===== src/rtl/ctrl_pkg.sv =====
// -----------------------------------------------------------------------------
// ctrl_pkg
// Shared definitions for the multicycle MIPS control unit: state encodings,
// opcode values, ALUOp / PCSource / ALUSrcB select codes, the bundled
// control-output struct, and the opcode legality check.
//
// Build option: CTRL_ADDI_EN -- when defined, addi (001000) is a supported
// opcode; otherwise it is reported as illegal.
// -----------------------------------------------------------------------------
package ctrl_pkg;

  typedef enum logic [3:0] {
    IDLE     = 4'd0,
    FETCH    = 4'd1,
    DECODE   = 4'd2,
    MEMADDR  = 4'd3,
    MEMREAD  = 4'd4,
    MEMWB    = 4'd5,
    MEMWRITE = 4'd6,
    EXECUTE  = 4'd7,
    RTYPE_WB = 4'd8,
    BRANCH   = 4'd9,
    JUMP     = 4'd10,
    ADDI_EX  = 4'd11,
    ADDI_WB  = 4'd12
  } state_t;

  localparam logic [5:0] OP_RTYPE = 6'b000000;
  localparam logic [5:0] OP_LW    = 6'b100011;
  localparam logic [5:0] OP_SW    = 6'b101011;
  localparam logic [5:0] OP_BEQ   = 6'b000100;
  localparam logic [5:0] OP_J     = 6'b000010;
  localparam logic [5:0] OP_ADDI  = 6'b001000;

  localparam logic [1:0] ALUOP_ADD   = 2'b00;
  localparam logic [1:0] ALUOP_SUB   = 2'b01;
  localparam logic [1:0] ALUOP_FUNCT = 2'b10;

  localparam logic [1:0] PCSRC_ALU    = 2'b00;
  localparam logic [1:0] PCSRC_ALUOUT = 2'b01;
  localparam logic [1:0] PCSRC_JUMP   = 2'b10;

  localparam logic [1:0] SRCB_RT    = 2'b00;
  localparam logic [1:0] SRCB_FOUR  = 2'b01;
  localparam logic [1:0] SRCB_IMM   = 2'b10;
  localparam logic [1:0] SRCB_IMMSH = 2'b11;

  typedef struct packed {
    logic       pc_write;
    logic       pc_write_cond;
    logic       i_or_d;
    logic       mem_read;
    logic       mem_write;
    logic       ir_write;
    logic       mem_to_reg;
    logic [1:0] pc_source;
    logic [1:0] alu_op;
    logic       alu_src_a;
    logic [1:0] alu_src_b;
    logic       reg_write;
    logic       reg_dst;
  } ctrl_t;

  // True when DECODE has a defined successor for this opcode.
  function automatic logic op_supported(input logic [5:0] op);
    logic ok;
    ok = (op == OP_RTYPE) || (op == OP_LW) || (op == OP_SW) ||
         (op == OP_BEQ)   || (op == OP_J);
`ifdef CTRL_ADDI_EN
    ok = ok || (op == OP_ADDI);
`endif
    return ok;
  endfunction

endpackage


===== src/rtl/ctrl_decode.sv =====
// -----------------------------------------------------------------------------
// ctrl_decode
// Purely combinational Moore decoder: current state -> datapath control
// signals. mem_ready only gates IRWrite/PCWrite in FETCH so the IR and PC
// load exactly on the cycle the instruction word arrives.
//
// Ports:
//   state_i      current FSM state
//   mem_ready_i  memory handshake
//   ctrl_o       bundled control outputs (all zero for IDLE and unused codes)
//
// Build option: CTRL_ADDI_EN -- decodes ADDI_EX / ADDI_WB when defined.
// -----------------------------------------------------------------------------
module ctrl_decode
  import ctrl_pkg::*;
(
  input  state_t state_i,
  input  logic   mem_ready_i,
  output ctrl_t  ctrl_o
);

  always_comb begin
    // NOTE: defaulting every field before the case keeps this purely
    // combinational -- any path that skips an assignment would infer a latch.
    ctrl_o = '0;
    case (state_i)
      FETCH: begin
        ctrl_o.mem_read  = 1'b1;
        ctrl_o.alu_src_b = SRCB_FOUR;
        ctrl_o.alu_op    = ALUOP_ADD;
        ctrl_o.pc_source = PCSRC_ALU;
        ctrl_o.ir_write  = mem_ready_i;
        ctrl_o.pc_write  = mem_ready_i;
      end
      DECODE: begin
        ctrl_o.alu_src_b = SRCB_IMMSH;
        ctrl_o.alu_op    = ALUOP_ADD;
      end
      MEMADDR: begin
        ctrl_o.alu_src_a = 1'b1;
        ctrl_o.alu_src_b = SRCB_IMM;
        ctrl_o.alu_op    = ALUOP_ADD;
      end
      MEMREAD: begin
        ctrl_o.mem_read = 1'b1;
        ctrl_o.i_or_d   = 1'b1;
      end
      MEMWB: begin
        ctrl_o.reg_write  = 1'b1;
        ctrl_o.mem_to_reg = 1'b1;
      end
      MEMWRITE: begin
        ctrl_o.mem_write = 1'b1;
        ctrl_o.i_or_d    = 1'b1;
      end
      EXECUTE: begin
        ctrl_o.alu_src_a = 1'b1;
        ctrl_o.alu_src_b = SRCB_RT;
        ctrl_o.alu_op    = ALUOP_FUNCT;
      end
      RTYPE_WB: begin
        ctrl_o.reg_write = 1'b1;
        ctrl_o.reg_dst   = 1'b1;
      end
      BRANCH: begin
        ctrl_o.alu_src_a     = 1'b1;
        ctrl_o.alu_src_b     = SRCB_RT;
        ctrl_o.alu_op        = ALUOP_SUB;
        ctrl_o.pc_write_cond = 1'b1;
        ctrl_o.pc_source     = PCSRC_ALUOUT;
      end
      JUMP: begin
        ctrl_o.pc_write  = 1'b1;
        ctrl_o.pc_source = PCSRC_JUMP;
      end
`ifdef CTRL_ADDI_EN
      ADDI_EX: begin
        ctrl_o.alu_src_a = 1'b1;
        ctrl_o.alu_src_b = SRCB_IMM;
        ctrl_o.alu_op    = ALUOP_ADD;
      end
      ADDI_WB: begin
        ctrl_o.reg_write = 1'b1;
      end
`endif
      default: ctrl_o = '0;
    endcase
  end

endmodule


===== src/rtl/multicycle_control.sv =====
// -----------------------------------------------------------------------------
// multicycle_control
// Multicycle MIPS control FSM. Holds the state register and next-state
// logic; output decoding lives in ctrl_decode.
//
// Ports:
//   clock        system clock (posedge)
//   reset        synchronous, active-low reset (-> IDLE)
//   opcode       instruction[31:26] from the IR
//   mem_ready    memory done, sampled in FETCH / MEMREAD / MEMWRITE
//   PCWrite, PCWriteCond, IorD, MemRead, MemWrite, IRWrite, MemtoReg,
//   PCSource, ALUOp, ALUSrcA, ALUSrcB, RegWrite, RegDst
//                datapath controls
//   state        current state, for debug
//   illegal_op   one-cycle pulse in DECODE for an unsupported opcode
//
// Build option: CTRL_ADDI_EN -- enables the addi path (ADDI_EX, ADDI_WB).
// Without it, encodings 11/12 are treated like 13-15 and recover to FETCH.
// -----------------------------------------------------------------------------
module multicycle_control
  import ctrl_pkg::*;
#(
  parameter int OPW = 6,
  parameter int STW = 4
) (
  input  logic           clock,
  input  logic           reset,
  input  logic [OPW-1:0] opcode,
  input  logic           mem_ready,
  output logic           PCWrite,
  output logic           PCWriteCond,
  output logic           IorD,
  output logic           MemRead,
  output logic           MemWrite,
  output logic           IRWrite,
  output logic           MemtoReg,
  output logic [1:0]     PCSource,
  output logic [1:0]     ALUOp,
  output logic           ALUSrcA,
  output logic [1:0]     ALUSrcB,
  output logic           RegWrite,
  output logic           RegDst,
  output logic [STW-1:0] state,
  output logic           illegal_op
);

  state_t     state_q, state_d;
  logic [5:0] op;
  ctrl_t      ctrl;

  assign op = 6'(opcode);

  always_comb begin
    state_d = state_q;
    case (state_q)
      IDLE:     state_d = FETCH;
      FETCH:    state_d = mem_ready ? DECODE : FETCH;
      DECODE: begin
        case (op)
          OP_RTYPE:      state_d = EXECUTE;
          OP_LW, OP_SW:  state_d = MEMADDR;
          OP_BEQ:        state_d = BRANCH;
          OP_J:          state_d = JUMP;
`ifdef CTRL_ADDI_EN
          OP_ADDI:       state_d = ADDI_EX;
`endif
          default:       state_d = FETCH;
        endcase
      end
      // IRWrite is low here, so the opcode still belongs to this lw/sw.
      MEMADDR:  state_d = (op == OP_SW) ? MEMWRITE : MEMREAD;
      MEMREAD:  state_d = mem_ready ? MEMWB : MEMREAD;
      MEMWB:    state_d = FETCH;
      MEMWRITE: state_d = mem_ready ? FETCH : MEMWRITE;
      EXECUTE:  state_d = RTYPE_WB;
      RTYPE_WB: state_d = FETCH;
      BRANCH:   state_d = FETCH;
      JUMP:     state_d = FETCH;
`ifdef CTRL_ADDI_EN
      ADDI_EX:  state_d = ADDI_WB;
      ADDI_WB:  state_d = FETCH;
`endif
      default:  state_d = FETCH;
    endcase
  end

  // NOTE: state uses non-blocking assignment so every flop samples the
  // pre-edge value; reset is checked inside the clocked block, making it
  // synchronous and able to abort a stalled memory state on any edge.
  always_ff @(posedge clock) begin
    if (!reset) state_q <= IDLE;
    else        state_q <= state_d;
  end

  ctrl_decode u_decode (
    .state_i     (state_q),
    .mem_ready_i (mem_ready),
    .ctrl_o      (ctrl)
  );

  assign PCWrite     = ctrl.pc_write;
  assign PCWriteCond = ctrl.pc_write_cond;
  assign IorD        = ctrl.i_or_d;
  assign MemRead     = ctrl.mem_read;
  assign MemWrite    = ctrl.mem_write;
  assign IRWrite     = ctrl.ir_write;
  assign MemtoReg    = ctrl.mem_to_reg;
  assign PCSource    = ctrl.pc_source;
  assign ALUOp       = ctrl.alu_op;
  assign ALUSrcA     = ctrl.alu_src_a;
  assign ALUSrcB     = ctrl.alu_src_b;
  assign RegWrite    = ctrl.reg_write;
  assign RegDst      = ctrl.reg_dst;

  assign state      = STW'(state_q);
  assign illegal_op = (state_q == DECODE) && !op_supported(op);

endmodule


===== config.mk =====
export PLATFORM = sky130hd
export DESIGN_NAME = multicycle_control
export DESIGN_NICKNAME = d
export VERILOG_FILES = /design/src/rtl/ctrl_pkg.sv /design/src/rtl/ctrl_decode.sv /design/src/rtl/multicycle_control.sv
export SDC_FILE = /design/constraint.sdc
export NUM_CORES = 1
export LEC_CHECK = 0
export ABC_CLOCK_PERIOD_IN_PS = 2850
export BUFFER_PORTS_ARGS = -buffer_cell sky130_fd_sc_hd__buf_2
export CORE_AREA = 3 3 40 42
export CTS_BUF_LIST = sky130_fd_sc_hd__clkbuf_8
export DETAILED_ROUTE_END_ITERATION = 6
export DIE_AREA = 0 0 43 45
export PLACE_DENSITY_LB_ADDON = 0.12
export SYNTH_ARGS = -nofsm -noshare
export SYNTH_HDL_FRONTEND = slang
export SYNTH_HIERARCHICAL = 1
export SYNTH_SLANG_ARGS = --single-unit

===== constraint.sdc =====
create_clock -name clock -period 2.85 [get_ports clock]
set_clock_uncertainty 0.05 [all_clocks]
set_input_delay 0.1425 -clock clock [delete_from_list [all_inputs] [get_ports clock]]
set_output_delay 0.1425 -clock clock [all_outputs]
set_load 0.05 [all_outputs]

== After elaboration in Yosys (flattened, before gate mapping) ==
Index checks and enable logic that the tools add are counted.

* Flip-flop bits (word level): 4
* Bits of input ports: 9
* Output and inout port bits: 21
* Logic and storage cells: 46

* Equality and inequality tests: 14
* Mux-type cells: 19
* Reduce and logical (&&, ||, !) cells: 12

{| class="wikitable"
|+ Operators with widths
! cell !! count
|-
| $pmux 4 s6 || 1
|-
| $eq 4x3->1 const B || 4
|-
| $pmux 4 s4 || 1
|-
| $eq 4x4->1 const B || 3
|-
| $eq 6x6->1 const B || 2
|-
| $mux 1 || 10
|-
| $eq 4x2->1 const B || 2
|-
| $pmux 2 s2 || 2
|-
| $reduce_or 2->1 || 4
|-
| $eq 6x2->1 const B || 1
|-
| $eq 6x3->1 const B || 1
|-
| $logic_not 6->1 || 1
|-
| $pmux 2 s3 || 1
|-
| $eq 4x1->1 const B || 1
|-
| $logic_or 1x1->1 || 4
|-
| $mux 2 || 2
|-
| $mux 3 || 1
|-
| $reduce_or 3->1 || 1
|-
| $pmux 1 s2 || 1
|-
| $logic_and 1x1->1 || 1
|-
| $logic_not 1->1 || 1
|}

== Longest topological paths before layout ==
Gate-level depths: netlist of run 1.

* Depth after elaboration: 7
* Gate-level depth with buffers: 4
* Gate-level depth less buffers: 3

== Hierarchy ==
The synthesis of run 1 kept the hierarchy.

{| class="wikitable"
|+ By module, submodules not included
! module !! instances !! cells each !! area an instance (sq um) !! sequential area each (sq um)
|-
| multicycle_control || 1 || 43 || 395.4 || 80.1
|-
| ctrl_decode || 1 || 32 || 219.0 || 0.0
|}

== Worst setup path after synthesis of run 1 ==
OpenSTA, ideal clock, no wires.

* Path type: register to output
* Start point: register state_q[0], in the netlist state[0]
* End point: output port IRWrite
* Arrival: 2.623 ns
* Data required time: 2.658 ns
* Slack: 0.034 ns
* Cell stages (with the launch flop): 4
* Path buffers: 1
* Cell sequence: dfxtp_1 -> buf_6 -> nand2b_4 -> nor4b_1

* Longest elaborated chain between the ends: 2

{| class="wikitable"
|+ Ends and longest elaborated chain
! what !! RTL line !! source
|-
| start, declared || multicycle_control.sv:47 || <nowiki>state_t state_q, state_d;</nowiki>
|-
| start signal, assigned || multicycle_control.sv:92 || <nowiki>else state_q <= state_d;</nowiki>
|-
| $eq 4x1->1 || ctrl_decode.sv:26 || <nowiki>case (state_i)</nowiki>
|-
| $mux 1 || ctrl_decode.sv:26 ||
|-
| end, declared || multicycle_control.sv:35 || <nowiki>output logic IRWrite,</nowiki>
|}

Every way passes these cells.

== Final worst setup path of run 1 ==
Same ends and word-level chain as after synthesis.

==> metrics.log, run 1 <==
INFO  metric worst_setup_hold_path_clk_slew = 0.03 ns
INFO  metric hold_buffer_count_at_cts = 0
INFO  metric fraction_of_the_mapped_netlist_area_in_adder_cells = 0
INFO  metric grt_setup_unrepaired = false
INFO  metric gp_routability_congestion = around 0.77
INFO  metric totalWireLength = ~1300 um
INFO  metric clock_latency = around 0.22 ns
INFO  metric syn-instance-count = 75
INFO  metric crit_arrival = about 1.8 ns
INFO  metric antenna_violations_before_repair = 0
INFO  metric static-leakage-power = approximately 0.32 nW
INFO  metric synth_xor_xnor_area_share = 0.0428
INFO  metric finalWorstPathRequiredPeriod = roughly 2 ns
INFO  metric leading_cell_types_in_the_layout_fill_and_taps_excluded = 29 x buf_2, 11 x nor2_1, 4 x nand2b_1, 4 x dfxtp_1
INFO  metric cap_viol_max_count = 0
INFO  metric yosysSeqAreaShare = 0.130
INFO  metric net-switching-power = slightly above 0.09 mW
INFO  metric clock_power_share = 0.447
INFO  metric power.share.switching = 0.344
INFO  metric overall_global_routing_usage = 0.141
INFO  metric fin_tns_setup = 0 ns
INFO  metric worst_ir_drop_vdd = roughly 0.00038 V
INFO  metric timing.final.crit_share = 0.705
INFO  metric slew-limit-headroom = 0.452
INFO  metric routed_via_density = about 5.5
INFO  metric critical_path.endpoint_type = output port
INFO  metric final_common_cell = buf_2
INFO  metric antenna-diode-count = 0
INFO  metric post-layout-total-power = roughly 0.27 mW
INFO  metric fp.dieArea = around 1900 um^2
INFO  metric post_synthesis_compound_gate_area_fraction = 0.234
INFO  metric run_status = completed
INFO  metric maximum_number_of_pins_on_one_net_before_global_route_repair = 24
INFO  metric placement_rows = 13
INFO  metric cp_data_required_time = ~2.7 ns
INFO  metric port_buffers = 29
INFO  metric postCtsSetupBuffers = 0
INFO  metric initial_utilization = 0.478
INFO  metric syn-mean-instance-area = ~8 um^2
INFO  metric syn_nets = 84
INFO  metric post_synthesis_share_of_cell_area_spent_on_and_or_nand_and_nor_gates = 0.442
INFO  metric die_h = about 45 um
INFO  metric root_buffer = clkbuf_8
INFO  metric fp.dieW = between 40 and 50 um
INFO  metric cts_buffer_depth = 2
INFO  metric place_hpwl = ~990 um
INFO  metric timing_worst_slew_pin_value = between 0.8 and 0.9 ns
INFO  metric post-synth-top-area-cell = dfxtp_1
INFO  metric max_ffs_per_register = 4
INFO  metric intPower = 0.174 mW
INFO  metric synth_flop_cell = dfxtp_1
INFO  metric share_comb_of_total_power = 0.289
INFO  metric routedWlPerCell = 11.8 um
INFO  metric final_nets = 110
INFO  metric first_global_vias = 468
INFO  metric combinational_family_with_the_most_area_after_synthesis = simple AND/OR/NAND/NOR gates
INFO  metric min-delay-path-class = in -> reg
INFO  metric synth_edf_count = 0
INFO  metric tritoncts_clock_tree = done
INFO  metric async_reset_ff_frac = 0
INFO  metric h-tree-depth = 1
INFO  metric power-per-cell-area = between 300 and 400 nW/um^2
INFO  metric max_freq = around 0.50 GHz
INFO  metric drt_first_iter_violations = 10
INFO  metric setup_viol_count_final = 0
INFO  metric synth_cell_types = 38
INFO  metric timing_max_transition_violations_final = 0
INFO  metric worst-path-max-fanout = 23
INFO  metric core_area = around 1300 um^2
INFO  metric timing.critical_path.from_type = register
INFO  metric first_pass_grt_wire_length = between 2000 and 2500 um
INFO  metric cts-buffers-inserted = 3
INFO  metric synthesis.area = 614 um^2
INFO  metric critical_path_class = reg -> out
INFO  metric io-pin-count = 30
INFO  metric synthToLayoutAreaGrowth = 22.0%
INFO  metric ys.warnings.count = 6
INFO  metric postCtsResizedCells = 0
INFO  metric ant_nets = 0
INFO  metric netlist_top_cells_area = dfxtp_1 13%, buf_6 7.3%, nor2_1 6.7%
INFO  metric first_pass_iters = 4
INFO  metric overflow = 0
INFO  metric drc_errors = 0
INFO  metric pwr-share-seq = 0.263
INFO  metric synthDominantCellAreaShare = 0.130
INFO  metric yosys_register_bits = 4
INFO  metric detailroute.via_count = between 600 and 700
INFO  metric clock-sinks = 4
INFO  metric finalHoldViolCount = 0
INFO  metric portion_of_netlist_area_occupied_by_mux_cells = 0.0183
INFO  metric drive_above_1_share = 0.404
## worst max-delay path: stages, from the launching register on
cell and delay, ns:
dfxtp_1 0.84, nand2b_4 0.12, nor4b_1 0.31, buf_2 0.32
## through the flow
step	setup WS, ns	std cells	utilization	cell area (um^2)	hold WS [ns]
floorplan	0.0343	75	-	614	0.233
global placement	1.06	111	0.551	708	0.361
detailed placement	1.06	111	0.551	708	0.373
CTS	0.819	114	0.583	749	0.149
global route	0.719	114	0.583	749	0.170
finish	0.842	114	0.583	749	0.148
## power groups by stage
stage	sequential, mW	clock [mW]	combinational, mW
finish	0.0699	0.119	0.0769
global route	0.0713	0.128	0.0823
CTS	0.0700	0.123	0.0776
detailed placement	0.0707	0	0.0774
global placement	0.0709	0	0.0774
floorplan	0.0678	0	0.0643
## synth_stat cells, types with 2 or more instances
cell,count
inv_1,3
a32oi_1,2
nor2b_1,2
nand2b_1,4
xor2_1,2
buf_6,4
dfxtp_1,4
nor4b_1,3
nand3b_1,2
a2111oi_2,2
o21a_1,3
nand2_1,3
buf_4,2
nor3_1,3
nor2_1,11
nor3b_1,2
buf_2,2
## cells by family (layout without fill, tap and decap cells)
kind of cell	count (synthesis)	count (layout)
AOI/OAI and AO/OA	16	16
xor gates and xnor gates	3	3
buffers and inverters	11	35
DFF	4	4
muxes	1	1
and+or+nand+nor	40	40
## per-layer routing
metal	up-vias	wire [um]	GRT usage
met5	-	0	0
met4	0	31	0.0904
met1	289	659	0.209
met2	12	596	0.186
li1	327	-	-
met3	4	58	0.0239
## final cells by class
type	count	area, um^2
fillers	133	536
multi-input cells	60	453
flip-flops and latches	4	80.1
inverters	3	11.3
clock buffers	3	41.3
well taps	15	18.8
repair buffers	29	145
## worst paths after layout
check | from | to | slack, ns | cells after the start
worst max-delay path | state[0] | IRWrite | 0.84 | 3
worst min-delay path | reset | state[0] | 0.15 | 3
worst max register to register | state[2] | state[2] | 1.09 | 3
worst min register to register | state[3] | state[0] | 0.72 | 2
No activity file was read; power rests on OpenSTA's default activity.
==> run 2: changes to the inputs <==
--- a/config.mk
+++ b/config.mk
@@ -5,12 +5,12 @@
 export SDC_FILE = /design/constraint.sdc
 export NUM_CORES = 1
 export LEC_CHECK = 0
-export ABC_CLOCK_PERIOD_IN_PS = 2850
+export ABC_CLOCK_PERIOD_IN_PS = 1700
 export BUFFER_PORTS_ARGS = -buffer_cell sky130_fd_sc_hd__buf_2
-export CORE_AREA = 3 3 40 42
+export CORE_MARGIN = 3
+export CORE_UTILIZATION = 42
 export CTS_BUF_LIST = sky130_fd_sc_hd__clkbuf_8
 export DETAILED_ROUTE_END_ITERATION = 6
-export DIE_AREA = 0 0 43 45
 export PLACE_DENSITY_LB_ADDON = 0.12
 export SYNTH_ARGS = -nofsm -noshare
 export SYNTH_HDL_FRONTEND = slang
==> constraint.sdc (replaced) <==
create_clock -name clock -period 1.7 [get_ports clock]
set_clock_uncertainty 0.05 [all_clocks]
set_input_delay 0.085 -clock clock [delete_from_list [all_inputs] [get_ports clock]]
set_output_delay 0.085 -clock clock [all_outputs]
set_load 0.05 [all_outputs]
==> run 2 against run 1 <==
  * Wire length up 3.9%
  * Register-to-register slack worse by 0.89 ns
  * Largest cell class unchanged
  * Hold slack worse by 0.061 ns
  * Design area up 15%
  * First-iteration DRC count down 20%
  * Cell count up 4.4%
  * Sequential power up 44%
  * Setup slack worse by 0.78 ns
  * Clock-buffer cell count unchanged
  * Critical endpoint is now RegWrite
  * Combinational power up 110%
  * Core utilization up 6.3 points
  * Critical path depth unchanged
==> metrics.log, run 2 (synthesis results as in run 1) <==
INFO  metric run_status = completed
INFO  metric final_area = 862 um^2 (+15%)
INFO  metric first_global_vias = 565 (+21%)
INFO  metric overflow = 0 (unchanged)
INFO  metric crit_arrival = 1.51 ns (-0.31 ns)
INFO  metric multiInputGateArea = 523 um^2 (+15%)
INFO  metric finalHoldViolCount = 0 (unchanged)
INFO  metric detailed_place.area = 815 um^2 (+15%)
INFO  metric timing.final.crit_share = 0.965
INFO  metric first_pass_grt_wire_length = 2410 um (+16%)
INFO  metric min-delay-path-class = in -> reg
INFO  metric root_buffer = clkbuf_8
INFO  metric setup_viol_count_final = 0 (unchanged)
INFO  metric slew-limit-headroom = 0.770 (+0.317)
INFO  metric routed_via_density = 5.50 (-0.72%)
INFO  metric drc_errors = 0 (unchanged)
INFO  metric routedWlPerCell = 11.7 um (-0.43%)
INFO  metric place_hpwl = 1110 um (+13%)
INFO  metric port_buffers = 29 (unchanged)
INFO  metric post-layout-total-power = 0.465 mW (+75%)
INFO  metric core_area = 1330 um^2 (+3.8%)
INFO  metric antenna_violations_before_repair = 0 (unchanged)
INFO  metric critPathMaxStageDelay = 0.48 ns (-0.36 ns)
INFO  metric cts_buffer_depth = 2 (unchanged)
INFO  metric placedCellCount = 115 (+3.6%)
INFO  metric placement_rows = 13 (unchanged)
INFO  metric seq_area = 86.3 um^2 (+7.8%)
INFO  metric utilization = 0.646 (+0.0631)
INFO  metric die_h = 44.2 um (-1.7%)
INFO  metric static-leakage-power = 0.363 nW (+14%)
INFO  metric series_of_cell_instances_along_the_critical_path = or3b_1, a21oi_4, clkbuf_4
INFO  metric final_nets = 114 (+3.6%)
INFO  metric final_cells = 119 (+4.4%)
INFO  metric timing_worst_slew_pin_value = 0.343 ns (-0.477 ns)
INFO  metric drt_first_iter_violations = 8 (-2)
INFO  metric power-per-cell-area = 539 nW/um^2 (+52%)
INFO  metric finalWorstPathRequiredPeriod = roughly 1.6 ns
INFO  metric clock-sinks = 4 (unchanged)
INFO  metric antenna-diode-count = 0 (unchanged)
INFO  metric worst_setup_hold_path_clk_slew = 0.04 ns (about the same)
INFO  metric grt_setup_unrepaired = false
INFO  metric fill_cells = 128 (-3.8%)
INFO  metric fp.dieW = 44.2 um (+2.9%)
INFO  metric io-pin-count = 30 (unchanged)
INFO  metric maximum_number_of_pins_on_one_net_before_global_route_repair = 21 (-13%)
INFO  metric clock_latency = 0.22 ns (about the same)
INFO  metric first_pass_iters = 4 (unchanged)
INFO  metric gp_routability_congestion = 0.745 (-2.7%)
INFO  metric ant_nets = 0 (unchanged)
INFO  metric totalWireLength = 1400 um (+3.9%)
INFO  metric max_freq = approximately 0.61 GHz
INFO  metric critical_path.endpoint_type = output port
INFO  metric drive_above_1_share = 0.548 (+0.144)
INFO  metric timing.critical_path.from_type = register
INFO  metric fin_tns_setup = 0 ns (unchanged)
INFO  metric critical_path_class = reg -> out
INFO  metric overall_global_routing_usage = 0.157 (+0.0151)
INFO  metric detailroute.via_count = 655 (+3.6%)
INFO  metric worst_ir_drop_vdd = 0.000638 V (+70%)
INFO  metric critPathSlowestCell = dfxtp_4
INFO  metric timing_max_transition_violations_final = 0 (unchanged)
INFO  metric cap_viol_max_count = 0 (unchanged)
INFO  metric cp_data_required_time = 1.56 ns (-1.10 ns)
INFO  metric tritoncts_clock_tree = done
INFO  metric max_ffs_per_register = 4 (unchanged)
INFO  metric setup_ws = 0.0594 ns (-0.782 ns)
INFO  metric final_common_cell = buf_2
INFO  metric fp.dieArea = 1960 um^2 (+1.2%)
INFO  metric initial_utilization = 0.461 (-0.0175)
INFO  metric cts-buffers-inserted = 3 (unchanged)
INFO  metric dp_worst_setup_slack = 0.223 ns (-0.841 ns)
INFO  metric synthToLayoutAreaGrowth = 40.3%
INFO  metric h-tree-depth = 1 (unchanged)
INFO  metric postCtsSetupBuffers = 0 (unchanged)
INFO  metric worst-path-max-fanout = 20 (-13%)
INFO  metric hold_ws = 0.0871 ns (-0.0610 ns)
INFO  metric leading_cell_types_in_the_layout_fill_and_taps_excluded = 28 x buf_2, 7 x nor2_1, 4 x inv_1, 4 x nand2b_1, 4 x buf_4
## run 2: what timing repair did
item                                    CTS  global route
hold buffers                              0             0
endpoints found under the setup margin    0             1
gates resized for setup                   0             1
## run 2: metal layers
layer  track usage  wire length [um]
met2         0.270               706
met4        0.0181                 0
met1         0.202               612
met3        0.0366                79
met5             0                 0
## run 2: worst paths after layout
check        startpoint  endpoint  slack [ns]  depth (start not counted)
min reg2reg    state[1]  state[3]        0.57                          1
min               reset  state[0]        0.09                          3
max reg2reg    state[1]  state[2]        0.20                          4
max            state[3]  RegWrite        0.06                          3
## run 2: power by group
part           internal [mW]  switching, mW
combinational         0.0554          0.108
clock                  0.154         0.0462
sequential            0.0963        0.00469
total                  0.305          0.159
## run 2: area by class of cell
class,instances,area share
Multi-Input combinational cell,60,0.607
Inverter,3,0.0131
Tap cell,15,0.0218
Clock buffer,3,0.0479
Sequential cell,4,0.100
Timing Repair Buffer,33,0.206
Clock inverter,1,0.00435
## run 2: worst max-delay path, delay by kind of cell, from the launching register on
kind | cells | cell delay, ns
flip-flops | 1 | 0.48
AO/OA/AOI/OAI | 1 | 0.15
AND/OR/NAND/NOR | 1 | 0.42
buffers and inverters | 1 | 0.23
